## src/rtl/b_74138_scan_ctrl_if.sv

```systemverilog
// Bus bundle for the 74138 scan sequencer: scan control inputs from the
// host side and the decoder-facing select/enable outputs.
// Optional macro SCAN_CTRL_DESC_EN adds the dir_i scan-direction input.
interface b_74138_scan_ctrl_if #(
   parameter int DWELL_W = 8
);
   logic               start_i;
   logic               stop_i;
   logic               oneshot_i;
   logic [7:0]         mask_i;
   logic [DWELL_W-1:0] dwell_i;
`ifdef SCAN_CTRL_DESC_EN
   logic               dir_i;
`endif
   logic               select_a_o;
   logic               select_b_o;
   logic               select_c_o;
   logic               g1_en_o;
   logic               g2a_en_n_o;
   logic               g2b_en_n_o;
   logic [2:0]         chan_o;
   logic               busy_o;
   logic               done_o;

   // Host side: issues scan commands, observes decoder pins and status.
   modport master (
`ifdef SCAN_CTRL_DESC_EN
      output dir_i,
`endif
      output start_i, stop_i, oneshot_i, mask_i, dwell_i,
      input  select_a_o, select_b_o, select_c_o,
      input  g1_en_o, g2a_en_n_o, g2b_en_n_o,
      input  chan_o, busy_o, done_o
   );

   // Sequencer side.
   modport slave (
`ifdef SCAN_CTRL_DESC_EN
      input  dir_i,
`endif
      input  start_i, stop_i, oneshot_i, mask_i, dwell_i,
      output select_a_o, select_b_o, select_c_o,
      output g1_en_o, g2a_en_n_o, g2b_en_n_o,
      output chan_o, busy_o, done_o
   );
endinterface

```

## src/rtl/b_74138_scan_ctrl.sv

```systemverilog
// Registered scan sequencer for a 74138 3-to-8 decoder. Steps through the
// channels enabled in a mask, inserting BLANK_CYCLES of disabled enables
// before each channel's dwell so selects never move while enabled.
// Optional macro SCAN_CTRL_DESC_EN: adds dir_i for descending scans.
module b_74138_scan_ctrl #(
   parameter int DWELL_W      = 8,
   parameter int BLANK_CYCLES = 1   // legal range 1..15
) (
   input logic                 clk_i,
   input logic                 rst_n_i,
   b_74138_scan_ctrl_if.slave  bus
);

   typedef enum logic [1:0] {
      ST_IDLE  = 2'd0,
      ST_BLANK = 2'd1,
      ST_DWELL = 2'd2
   } state_t;

   localparam logic [3:0] BLANK_LOAD = 4'(BLANK_CYCLES - 1);

   state_t             state_q, state_d;
   logic [2:0]         chan_q, chan_d;
   logic [7:0]         mask_q, mask_d;
   logic [DWELL_W-1:0] dwell_q, dwell_d;
   logic               oneshot_q, oneshot_d;
   logic [3:0]         blank_cnt_q, blank_cnt_d;
   logic [DWELL_W-1:0] dwell_cnt_q, dwell_cnt_d;
   logic               g1_en_q, g1_en_d;
   logic               g2_en_n_q, g2_en_n_d;
   logic               busy_q, busy_d;
   logic               done_q, done_d;

   // Channel-ordering helpers
   logic [2:0] first_asc, next_asc;
   logic [2:0] first_chan, next_chan;
   logic       pass_done;

   // Ascending order: lowest set bit of the incoming mask, and the next set
   // bit above the current channel (wrapping 7->0; offset 8 lands on itself).
   always_comb begin
      first_asc = 3'd0;
      for (int i = 7; i >= 0; i--) begin
         if (bus.mask_i[i]) first_asc = 3'(i);
      end
      next_asc = chan_q;
      for (int i = 8; i >= 1; i--) begin
         if (mask_q[chan_q + 3'(i)]) next_asc = chan_q + 3'(i);
      end
   end

`ifdef SCAN_CTRL_DESC_EN
   logic       dir_q, dir_d;
   logic [2:0] first_desc, next_desc;

   // Descending order: highest set bit first, next set bit below (0->7 wrap).
   always_comb begin
      first_desc = 3'd0;
      for (int i = 0; i <= 7; i++) begin
         if (bus.mask_i[i]) first_desc = 3'(i);
      end
      next_desc = chan_q;
      for (int i = 8; i >= 1; i--) begin
         if (mask_q[chan_q - 3'(i)]) next_desc = chan_q - 3'(i);
      end
   end

   // Direction select: a pass ends when the order wraps or repeats.
   always_comb begin
      dir_d      = dir_q;
      first_chan = bus.dir_i ? first_desc : first_asc;
      next_chan  = dir_q ? next_desc : next_asc;
      pass_done  = dir_q ? (next_desc >= chan_q) : (next_asc <= chan_q);
      if (state_q == ST_IDLE && bus.start_i && !bus.stop_i && bus.mask_i != 8'd0)
         dir_d = bus.dir_i;
   end

   // Latched scan direction.
   always_ff @(posedge clk_i or negedge rst_n_i) begin
      if (!rst_n_i) dir_q <= 1'b0;
      else          dir_q <= dir_d;
   end
`else
   // Ascending-only build.
   always_comb begin
      first_chan = first_asc;
      next_chan  = next_asc;
      pass_done  = (next_asc <= chan_q);
   end
`endif

   // Next-state logic; stop_i overrides everything, output flops follow state_d.
   always_comb begin
      state_d     = state_q;
      chan_d      = chan_q;
      mask_d      = mask_q;
      dwell_d     = dwell_q;
      oneshot_d   = oneshot_q;
      blank_cnt_d = blank_cnt_q;
      dwell_cnt_d = dwell_cnt_q;
      done_d      = 1'b0;

      case (state_q)
         ST_IDLE: begin
            chan_d = 3'd0;
            if (bus.start_i && bus.mask_i != 8'd0) begin
               state_d     = ST_BLANK;
               chan_d      = first_chan;
               mask_d      = bus.mask_i;
               dwell_d     = bus.dwell_i;
               oneshot_d   = bus.oneshot_i;
               blank_cnt_d = BLANK_LOAD;
            end
         end
         ST_BLANK: begin
            if (blank_cnt_q == 4'd0) begin
               state_d     = ST_DWELL;
               // A dwell of 0 behaves as a single enabled cycle.
               dwell_cnt_d = (dwell_q == '0) ? '0 : dwell_q - DWELL_W'(1);
            end else begin
               blank_cnt_d = blank_cnt_q - 4'd1;
            end
         end
         ST_DWELL: begin
            if (dwell_cnt_q == '0) begin
               if (pass_done && oneshot_q) begin
                  state_d = ST_IDLE;
                  chan_d  = 3'd0;
                  done_d  = 1'b1;
               end else begin
                  state_d     = ST_BLANK;
                  chan_d      = next_chan;
                  blank_cnt_d = BLANK_LOAD;
               end
            end else begin
               dwell_cnt_d = dwell_cnt_q - DWELL_W'(1);
            end
         end
         default: begin
            state_d = ST_IDLE;
            chan_d  = 3'd0;
         end
      endcase

      if (bus.stop_i) begin
         state_d = ST_IDLE;
         chan_d  = 3'd0;
         done_d  = 1'b0;
      end

      g1_en_d   = (state_d == ST_DWELL);
      g2_en_n_d = (state_d != ST_DWELL);
      busy_d    = (state_d != ST_IDLE);
   end

   // State, latched parameters, counters and registered outputs.
   always_ff @(posedge clk_i or negedge rst_n_i) begin
      if (!rst_n_i) begin
         state_q     <= ST_IDLE;
         chan_q      <= 3'd0;
         mask_q      <= 8'd0;
         dwell_q     <= '0;
         oneshot_q   <= 1'b0;
         blank_cnt_q <= 4'd0;
         dwell_cnt_q <= '0;
         g1_en_q     <= 1'b0;
         g2_en_n_q   <= 1'b1;
         busy_q      <= 1'b0;
         done_q      <= 1'b0;
      end else begin
         state_q     <= state_d;
         chan_q      <= chan_d;
         mask_q      <= mask_d;
         dwell_q     <= dwell_d;
         oneshot_q   <= oneshot_d;
         blank_cnt_q <= blank_cnt_d;
         dwell_cnt_q <= dwell_cnt_d;
         g1_en_q     <= g1_en_d;
         g2_en_n_q   <= g2_en_n_d;
         busy_q      <= busy_d;
         done_q      <= done_d;
      end
   end

   assign bus.select_a_o = chan_q[0];
   assign bus.select_b_o = chan_q[1];
   assign bus.select_c_o = chan_q[2];
   assign bus.chan_o     = chan_q;
   assign bus.g1_en_o    = g1_en_q;
   assign bus.g2a_en_n_o = g2_en_n_q;
   assign bus.g2b_en_n_o = g2_en_n_q;
   assign bus.busy_o     = busy_q;
   assign bus.done_o     = done_q;

endmodule

```

## src/flat_wrapper.sv

```systemverilog
// flat-port wrapper written by rule: the top's interface ports become plain ports
module b_74138_scan_ctrl_flat 
#(
   parameter int DWELL_W      = 8,
   parameter int BLANK_CYCLES = 1                       
)
  (clk_i, rst_n_i, bus_start_i, bus_stop_i, bus_oneshot_i, bus_mask_i, bus_dwell_i, bus_select_a_o, bus_select_b_o, bus_select_c_o, bus_g1_en_o, bus_g2a_en_n_o, bus_g2b_en_n_o, bus_chan_o, bus_busy_o, bus_done_o);
  b_74138_scan_ctrl_if #(.DWELL_W(DWELL_W)) bus_i ();
  input logic clk_i;
  input logic rst_n_i;
  input wire logic [$bits(bus_i.start_i)-1:0] bus_start_i;
  input wire logic [$bits(bus_i.stop_i)-1:0] bus_stop_i;
  input wire logic [$bits(bus_i.oneshot_i)-1:0] bus_oneshot_i;
  input wire logic [$bits(bus_i.mask_i)-1:0] bus_mask_i;
  input wire logic [$bits(bus_i.dwell_i)-1:0] bus_dwell_i;
  output wire logic [$bits(bus_i.select_a_o)-1:0] bus_select_a_o;
  output wire logic [$bits(bus_i.select_b_o)-1:0] bus_select_b_o;
  output wire logic [$bits(bus_i.select_c_o)-1:0] bus_select_c_o;
  output wire logic [$bits(bus_i.g1_en_o)-1:0] bus_g1_en_o;
  output wire logic [$bits(bus_i.g2a_en_n_o)-1:0] bus_g2a_en_n_o;
  output wire logic [$bits(bus_i.g2b_en_n_o)-1:0] bus_g2b_en_n_o;
  output wire logic [$bits(bus_i.chan_o)-1:0] bus_chan_o;
  output wire logic [$bits(bus_i.busy_o)-1:0] bus_busy_o;
  output wire logic [$bits(bus_i.done_o)-1:0] bus_done_o;
  assign bus_i.start_i = bus_start_i;
  assign bus_i.stop_i = bus_stop_i;
  assign bus_i.oneshot_i = bus_oneshot_i;
  assign bus_i.mask_i = bus_mask_i;
  assign bus_i.dwell_i = bus_dwell_i;
  assign bus_select_a_o = bus_i.select_a_o;
  assign bus_select_b_o = bus_i.select_b_o;
  assign bus_select_c_o = bus_i.select_c_o;
  assign bus_g1_en_o = bus_i.g1_en_o;
  assign bus_g2a_en_n_o = bus_i.g2a_en_n_o;
  assign bus_g2b_en_n_o = bus_i.g2b_en_n_o;
  assign bus_chan_o = bus_i.chan_o;
  assign bus_busy_o = bus_i.busy_o;
  assign bus_done_o = bus_i.done_o;
  b_74138_scan_ctrl #(.DWELL_W(DWELL_W), .BLANK_CYCLES(BLANK_CYCLES)) u_core (.clk_i(clk_i), .rst_n_i(rst_n_i), .bus(bus_i));
endmodule
```

## config.mk

```make
export PLATFORM = sky130hd
export DESIGN_NAME = b_74138_scan_ctrl_flat
export DESIGN_NICKNAME = d
export VERILOG_FILES = /design/src/rtl/b_74138_scan_ctrl_if.sv /design/src/rtl/b_74138_scan_ctrl.sv /design/src/flat_wrapper.sv
export SDC_FILE = /design/constraint.sdc
export NUM_CORES = 1
export LEC_CHECK = 0
export ABC_CLOCK_PERIOD_IN_PS = 5320
export BUFFER_PORTS_ARGS = -buffer_cell sky130_fd_sc_hd__buf_2
export CAP_MARGIN = 20
export CORE_UTILIZATION = 55
export DETAILED_ROUTE_END_ITERATION = 8
export GPL_ROUTABILITY_DRIVEN = 1
export PLACE_DENSITY_LB_ADDON = 0.3
export SLEW_MARGIN = 5
export SYNTH_ARGS = -nofsm -noshare
export SYNTH_HDL_FRONTEND = slang
export SYNTH_SLANG_ARGS = --single-unit
```

## constraint.sdc

```tcl
create_clock -name clk_i -period 5.32 [get_ports clk_i]
set_input_delay 1.064 -clock clk_i [delete_from_list [all_inputs] [get_ports clk_i]]
set_output_delay 1.064 -clock clk_i [all_outputs]
set_load 0.01 [all_outputs]
```

# Word level (Yosys, flattened, before mapping)
# Cells that the tools add are included.
word_totals:
  elab_cells: 108
  in_bits: 21
  ff_bits: 38
  out_inout_bits: 11
classes:
  n_lt_le_gt_ge: 8
  eq_ne: 12
  muxes: 53
  reduce_logical: 14
  add_sub_neg: 10
op_table:
  columns: ["cell", "n"]
  rows:
  - ["3-bit 2-to-1 mux", 19]
  - ["3-bit by 4-bit < comparator with 1-bit output, second input constant", 7]
  - ["8-bit 2-to-1 mux", 3]
  - ["1-bit binary-select mux with 3-bit select", 7]
  - ["8-bit logical NOT", 2]
  - ["4-bit 2-to-1 mux", 4]
  - ["8-bit one-hot mux with 2 select lines", 1]
  - ["8-bit by 1-bit subtractor with 8-bit output, second input constant", 2]
  - ["3-bit adder, second input constant", 4]
  - ["1-bit 2-to-1 mux", 12]
  - ["4-bit one-hot mux with 3 select lines", 1]
  - ["2-bit != test, second input constant", 5]
  - ["3-bit one-hot mux with 3 select lines", 1]
  - ["2-bit 2-to-1 mux", 4]
  - ["8-bit nonzero test", 1]
  - ["3-bit by 2-bit adder with 3-bit output, second input constant", 2]
  - ["2-bit by 1-bit != test with 1-bit output, second input constant", 3]
  - ["2-bit one-hot mux with 3 select lines", 1]
  - ["5-bit AND reduction", 1]
  - ["2-bit equality test, second input constant", 2]
  - ["4-bit logical NOT", 1]
  - ["2-bit AND reduction", 2]
  - ["2-bit nonzero test", 2]
  - ["4-bit by 1-bit subtractor with 4-bit output, second input constant", 1]
  - ["8 further kinds", 9]

# Depth between registers and ports, before layout
logic_depth:
  depth_word: 17
  mapped_depth: 18
  mapped_depth_nobuf: 15

# Least setup slack after synthesis
# Ideal clock, no wire load.
synth_path:
  path_type: "register to register"
  from: "register u_core.chan_q[1] (netlist: u_core.bus.chan_o[1])"
  to: "register u_core.chan_q[0] (netlist: u_core.bus.chan_o[0])"
  path_buffers: 2
  arrival_ns: 4.545
  slack_ns: 0.712
  t_required_ns: 5.256
  path_stages_with_launch: 18
  setup_time_ns: 0.064
  period_less_slack_ns: 4.608
  cell_sequence: "dfrtp_1 -> buf_2 -> clkinv_1 -> ha_1 -> buf_2 -> mux2_2 -> a221oi_1 -> o22ai_1 -> a221oi_1 -> a211o_1 -> o2bb2ai_1 -> ha_1 -> and3_1 -> o21ai_0 -> or4bb_1 -> a2111oi_1 -> a2111o_1 -> a21o_1"
synth_between:
  elab_chain_len: 16
  elab_cells_between_ends: 34
  cone_classes: "7 x add/sub; 1 x order compare; 25 x mux; 1 x reduce/logical"
synth_rtl:
  columns: ["item", "line", "rtl"]
  rows:
  - ["from (decl)", "b_74138_scan_ctrl.sv:23", "logic [2:0] chan_q, chan_d;"]
  - ["from (signal assigned)", "b_74138_scan_ctrl.sv:172", "chan_q <= chan_d;"]
  - ["3-bit adder", "b_74138_scan_ctrl.sv:48", "if (mask_q[chan_q + 3'(i)]) next_asc = chan_q + 3'(i);"]
  - ["1-bit binary-select mux with 3-bit select", "b_74138_scan_ctrl.sv:48", null]
  - ["1-bit 2-to-1 mux (implied by the code)", "b_74138_scan_ctrl.sv:48", null]
  - ["3-bit 2-to-1 mux (7 in a row)", "b_74138_scan_ctrl.sv:48", null]
  - ["3-bit less-or-equal comparator", "b_74138_scan_ctrl.sv:88", "pass_done = (next_asc <= chan_q);"]
  - ["1-bit logical AND", "b_74138_scan_ctrl.sv:126", "if (pass_done && oneshot_q) begin"]
  - ["3-bit 2-to-1 mux *", "b_74138_scan_ctrl.sv:126", null]
  - ["3-bit 2-to-1 mux *", "b_74138_scan_ctrl.sv:125", "if (dwell_cnt_q == '0) begin"]
  - ["3-bit one-hot mux with 3 select lines *", "b_74138_scan_ctrl.sv:103", "case (state_q)"]
  - ["3-bit 2-to-1 mux *", "b_74138_scan_ctrl.sv:145", "if (bus.stop_i) begin"]
# Every way passes the cells marked *; elsewhere a longest branch is shown, timed or not. The select of a mux whose other input is x is not followed.
# A chain may end at the register's enable or synchronous reset.

# Final worst setup path
# Same ends and word-level chain as after synthesis.

==> flow_summary.yaml <==
grt:
  gr-total-overflow: 0
  grt_start_max_net_pins: 39
  track_usage: 0.248
  grt_pass1_vias: 2273
  grt_antenna_before_repair: 0
  grt_pass1_wl_mm: 10.5
worst_setup_path:
  slowest_delay_ps: 610
  endpoint_kind: "flop"
  slowest_stage: "mux4_2"
  cp_max_fo: 11
  critPathLaunchType: "flop"
  required_ps: 5560
  r2r_slack_ps: 450
  crit_type: "flop to flop"
  crit_chain: "clkinv_1 -> ha_1 -> mux4_2 -> mux2_2 -> or2_1 -> a21oi_1 -> nor2b_1 -> xnor2_1 -> ha_1 -> and3_1 -> o21ai_0 -> or4bb_1 -> a2111oi_1 -> a2111o_1 -> a21o_1"
  arrival_ps: 5110
  path_common_cell: "ha_1"
die:
  row_count: 26
  chipWidth_um: 75.1
  initial_utilization: 0.572
  dieArea_um2: 5640
  die_h_um: 75.1
  coreArea_um2: 5140
  ios: 32
synthesis:
  ys_types: 59
  synth_nets: 340
  async_reset_ff_frac: 1.00
  yosys_warnings: 0
  synth_flop_cell: "dfrtp_1"
  ys_ff_latch: 38
  avgSynthCellArea_um2: 9.60
  yosysSeqAreaShare: 0.324
  postSynthCellCount: 306
  netlist_area_um2: 2940
  synth_edf_count: 0
pwr:
  combPwrFrac: 0.512
  p_sw_uw: 631
  ir_drop_mv: 0.271
  cellLeakagePower_nw: 1.36
  p_int_uw: 854
  p_seq_frac: 0.346
  swShare: 0.425
  powerDensity_nw_per_um2: 462
  clockPowerShare: 0.141
drt:
  vias_per_cell: 6.06
  vias: 2449
  antenna_left: 0
  drt_iter0_markers: 104
  wirelength_mm: 6.42
  routedWlPerCell_um: 15.9
  drt_pass1_iterations: 4
  drcViolationCount: 0
timing:
  tightest_slew_ps: 942
  period_minus_slack_ps: 4870
  setup_violations: 0
  hold_viol_final: 0
  rsz0062_at_grt: "false"
  drv_slew: 0
  fin_crit_sh: 0.915
  max_freq_mhz: 205
  slew_headroom: 0.372
  setup-tns-final_ps: 0
  whs_ps: 515
  clock_skew_ps: 8.61
clocking:
  clockRootBuffer: "clkbuf_8"
  cts_made_buffers: 5
  htree_levels: 2
  clk_path_buf_depth: 2
  clk_latency_ps: 290
  cts_setup_buffers: 0
  cts_resized: 0
  hold_buffers: 0
  cts_tree: "built"
  cts_sinks: 38
  clkTransAtPathRegs_ps: 80
worst_hold_path:
  hold_class: "flop to flop"
placement:
  place_congestion: 0.887
  portBuffers: 31
  dp_hpwl_mm: 4.72
layout:
  drive_gt1_frac: 0.249
  num_antenna_cells: 0
  area_growth_pct: 9.50
  utilization: 0.626
  nNetsFinal: 367
outcome:
  outcome: "complete, no violations"
job:
  maxCapViolations: 0
final cells by class:
cell class              count  area [µm²]
clock buffers               8        90.1
multi-input cells         237        1850
inverters                  17        63.8
repair buffers             34         178
fillers                   460        1920
well taps                  70        87.6
flip-flops and latches     38         952
stage by stage:
stage | area (µm²) | power (mW) | setup WS, ps | instances
finish | 3220 | 1.49 | 451 | 404
global route | 3220 | 1.61 | 108 | 404
CTS | 3220 | 1.48 | 449 | 404
detailed placement | 3130 | 1.27 | 482 | 396
global placement | 3130 | 1.24 | 711 | 396
floorplan | 2940 | 1.09 | 712 | 306
final timing paths:
check / startpoint / endpoint / cells after the start
max reg2reg: u_core.bus.chan_o[1] / u_core.bus.chan_o[0] / 15
max in group asynchronous: rst_n_i / u_core.blank_cnt_q[0] / 1
min reg2reg: u_core.blank_cnt_q[1] / u_core.blank_cnt_q[1] / 2
min: u_core.blank_cnt_q[1] / u_core.blank_cnt_q[1] / 2
max: u_core.bus.chan_o[1] / u_core.bus.chan_o[0] / 15
min in group asynchronous: rst_n_i / u_core.dwell_cnt_q[0] / 1
synthesized netlist by cell type (2+ instances only):
| cell type | count | area [µm²] |
|---|---|---|
| a21o_1 | 3 | 22.5 |
| or4_1 | 2 | 15.0 |
| xnor2_1 | 4 | 35.0 |
| nor3_1 | 12 | 60.1 |
| nor4_1 | 5 | 31.3 |
| a21oi_1 | 16 | 80.1 |
| o21ai_0 | 17 | 85.1 |
| mux2i_1 | 7 | 70.1 |
| or3b_2 | 2 | 17.5 |
| clkbuf_1 | 2 | 7.51 |
| a211oi_1 | 2 | 15.0 |
| nand2b_1 | 6 | 37.5 |
| a22oi_1 | 9 | 67.6 |
| ha_1 | 13 | 163 |
| xor2_1 | 6 | 52.6 |
| and2_1 | 3 | 18.8 |
| or3_1 | 3 | 18.8 |
| a31oi_1 | 4 | 25.0 |
| a32oi_1 | 2 | 17.5 |
| a2111oi_0 | 3 | 26.3 |
| nor3b_1 | 3 | 22.5 |
| or2_2 | 3 | 18.8 |
| nand2_1 | 22 | 82.6 |
| mux4_2 | 8 | 180 |
| inv_1 | 16 | 60.1 |
| nor2b_1 | 2 | 12.5 |
| mux2_2 | 23 | 259 |
| buf_2 | 7 | 35.0 |
| buf_4 | 4 | 30.0 |
| nor2_1 | 17 | 63.8 |
| a221oi_1 | 4 | 35.0 |
| nand3_1 | 6 | 30.0 |
| dfrtp_1 | 37 | 926 |
| o31ai_1 | 5 | 37.5 |
| a211o_1 | 2 | 17.5 |
| o22ai_1 | 3 | 18.8 |
placed cells by master, fill, tap and decap left out, types with 4 or more instances in the layout:
| cell type | count |
|---|---|
| a21oi_1 | 16 |
| a221oi_1 | 4 |
| a22oi_1 | 9 |
| a31oi_1 | 4 |
| buf_2 | 31 |
| clkbuf_8 | 6 |
| dfrtp_1 | 37 |
| ha_1 | 13 |
| inv_1 | 16 |
| mux2_2 | 23 |
| mux2i_1 | 7 |
| mux4_2 | 8 |
| nand2_1 | 22 |
| nand2b_1 | 6 |
| nand3_1 | 6 |
| nor2_1 | 17 |
| nor3_1 | 12 |
| nor4_1 | 5 |
| o21ai_0 | 17 |
| o31ai_1 | 5 |
| xnor2_1 | 4 |
| xor2_1 | 6 |
worst max-delay path: cells and delay by family (launching register included):
family	cells	cell delay [ps]
muxes	2	910
DFF	1	350
buffers and inverters	1	240
xor gates and xnor gates	1	130
AOI/OAI and AO/OA	5	1200
and+or+nand+nor	4	1110
adders and majority gates	2	870
logic make-up (layout without fill, tap and decap cells):
logic type | Yosys count | count (layout) | share of synthesized area
xor gates and xnor gates | 10 | 10 | 0.0298
AOI/OAI and AO/OA | 84 | 84 | 0.202
adders and majority gates | 13 | 13 | 0.0554
muxes | 39 | 39 | 0.178
and+or+nand+nor | 91 | 91 | 0.160
buffers and inverters | 31 | 59 | 0.0503
DFF | 38 | 38 | 0.324
layer usage:
metal  track usage  wire (µm)  vias to the layer above
li1              -          -                     1208
met1         0.300       2900                     1183
met2         0.444       3200                       44
met3        0.0402        180                       14
met4        0.0901        142                        0
met5             0          0                        -
power by group through the flow:
stage | registers, mW | logic (mW) | clock network, mW
floorplan | 0.484 | 0.610 | 0
finish | 0.515 | 0.761 | 0.210
detailed placement | 0.516 | 0.751 | 0
CTS | 0.511 | 0.755 | 0.211
global placement | 0.510 | 0.734 | 0
global route | 0.533 | 0.851 | 0.222
sequential cells by signal, indices dropped and copies added, names as in the netlist, 2 cells and up:
register / count
u_core.blank_cnt_q: 4
u_core.bus.chan_o: 3
u_core.dwell_cnt_q: 8
u_core.mask_q: 8
u_core.state_q: 2
u_core.dwell_q: 8
Power figures use the tool's default switching activity.
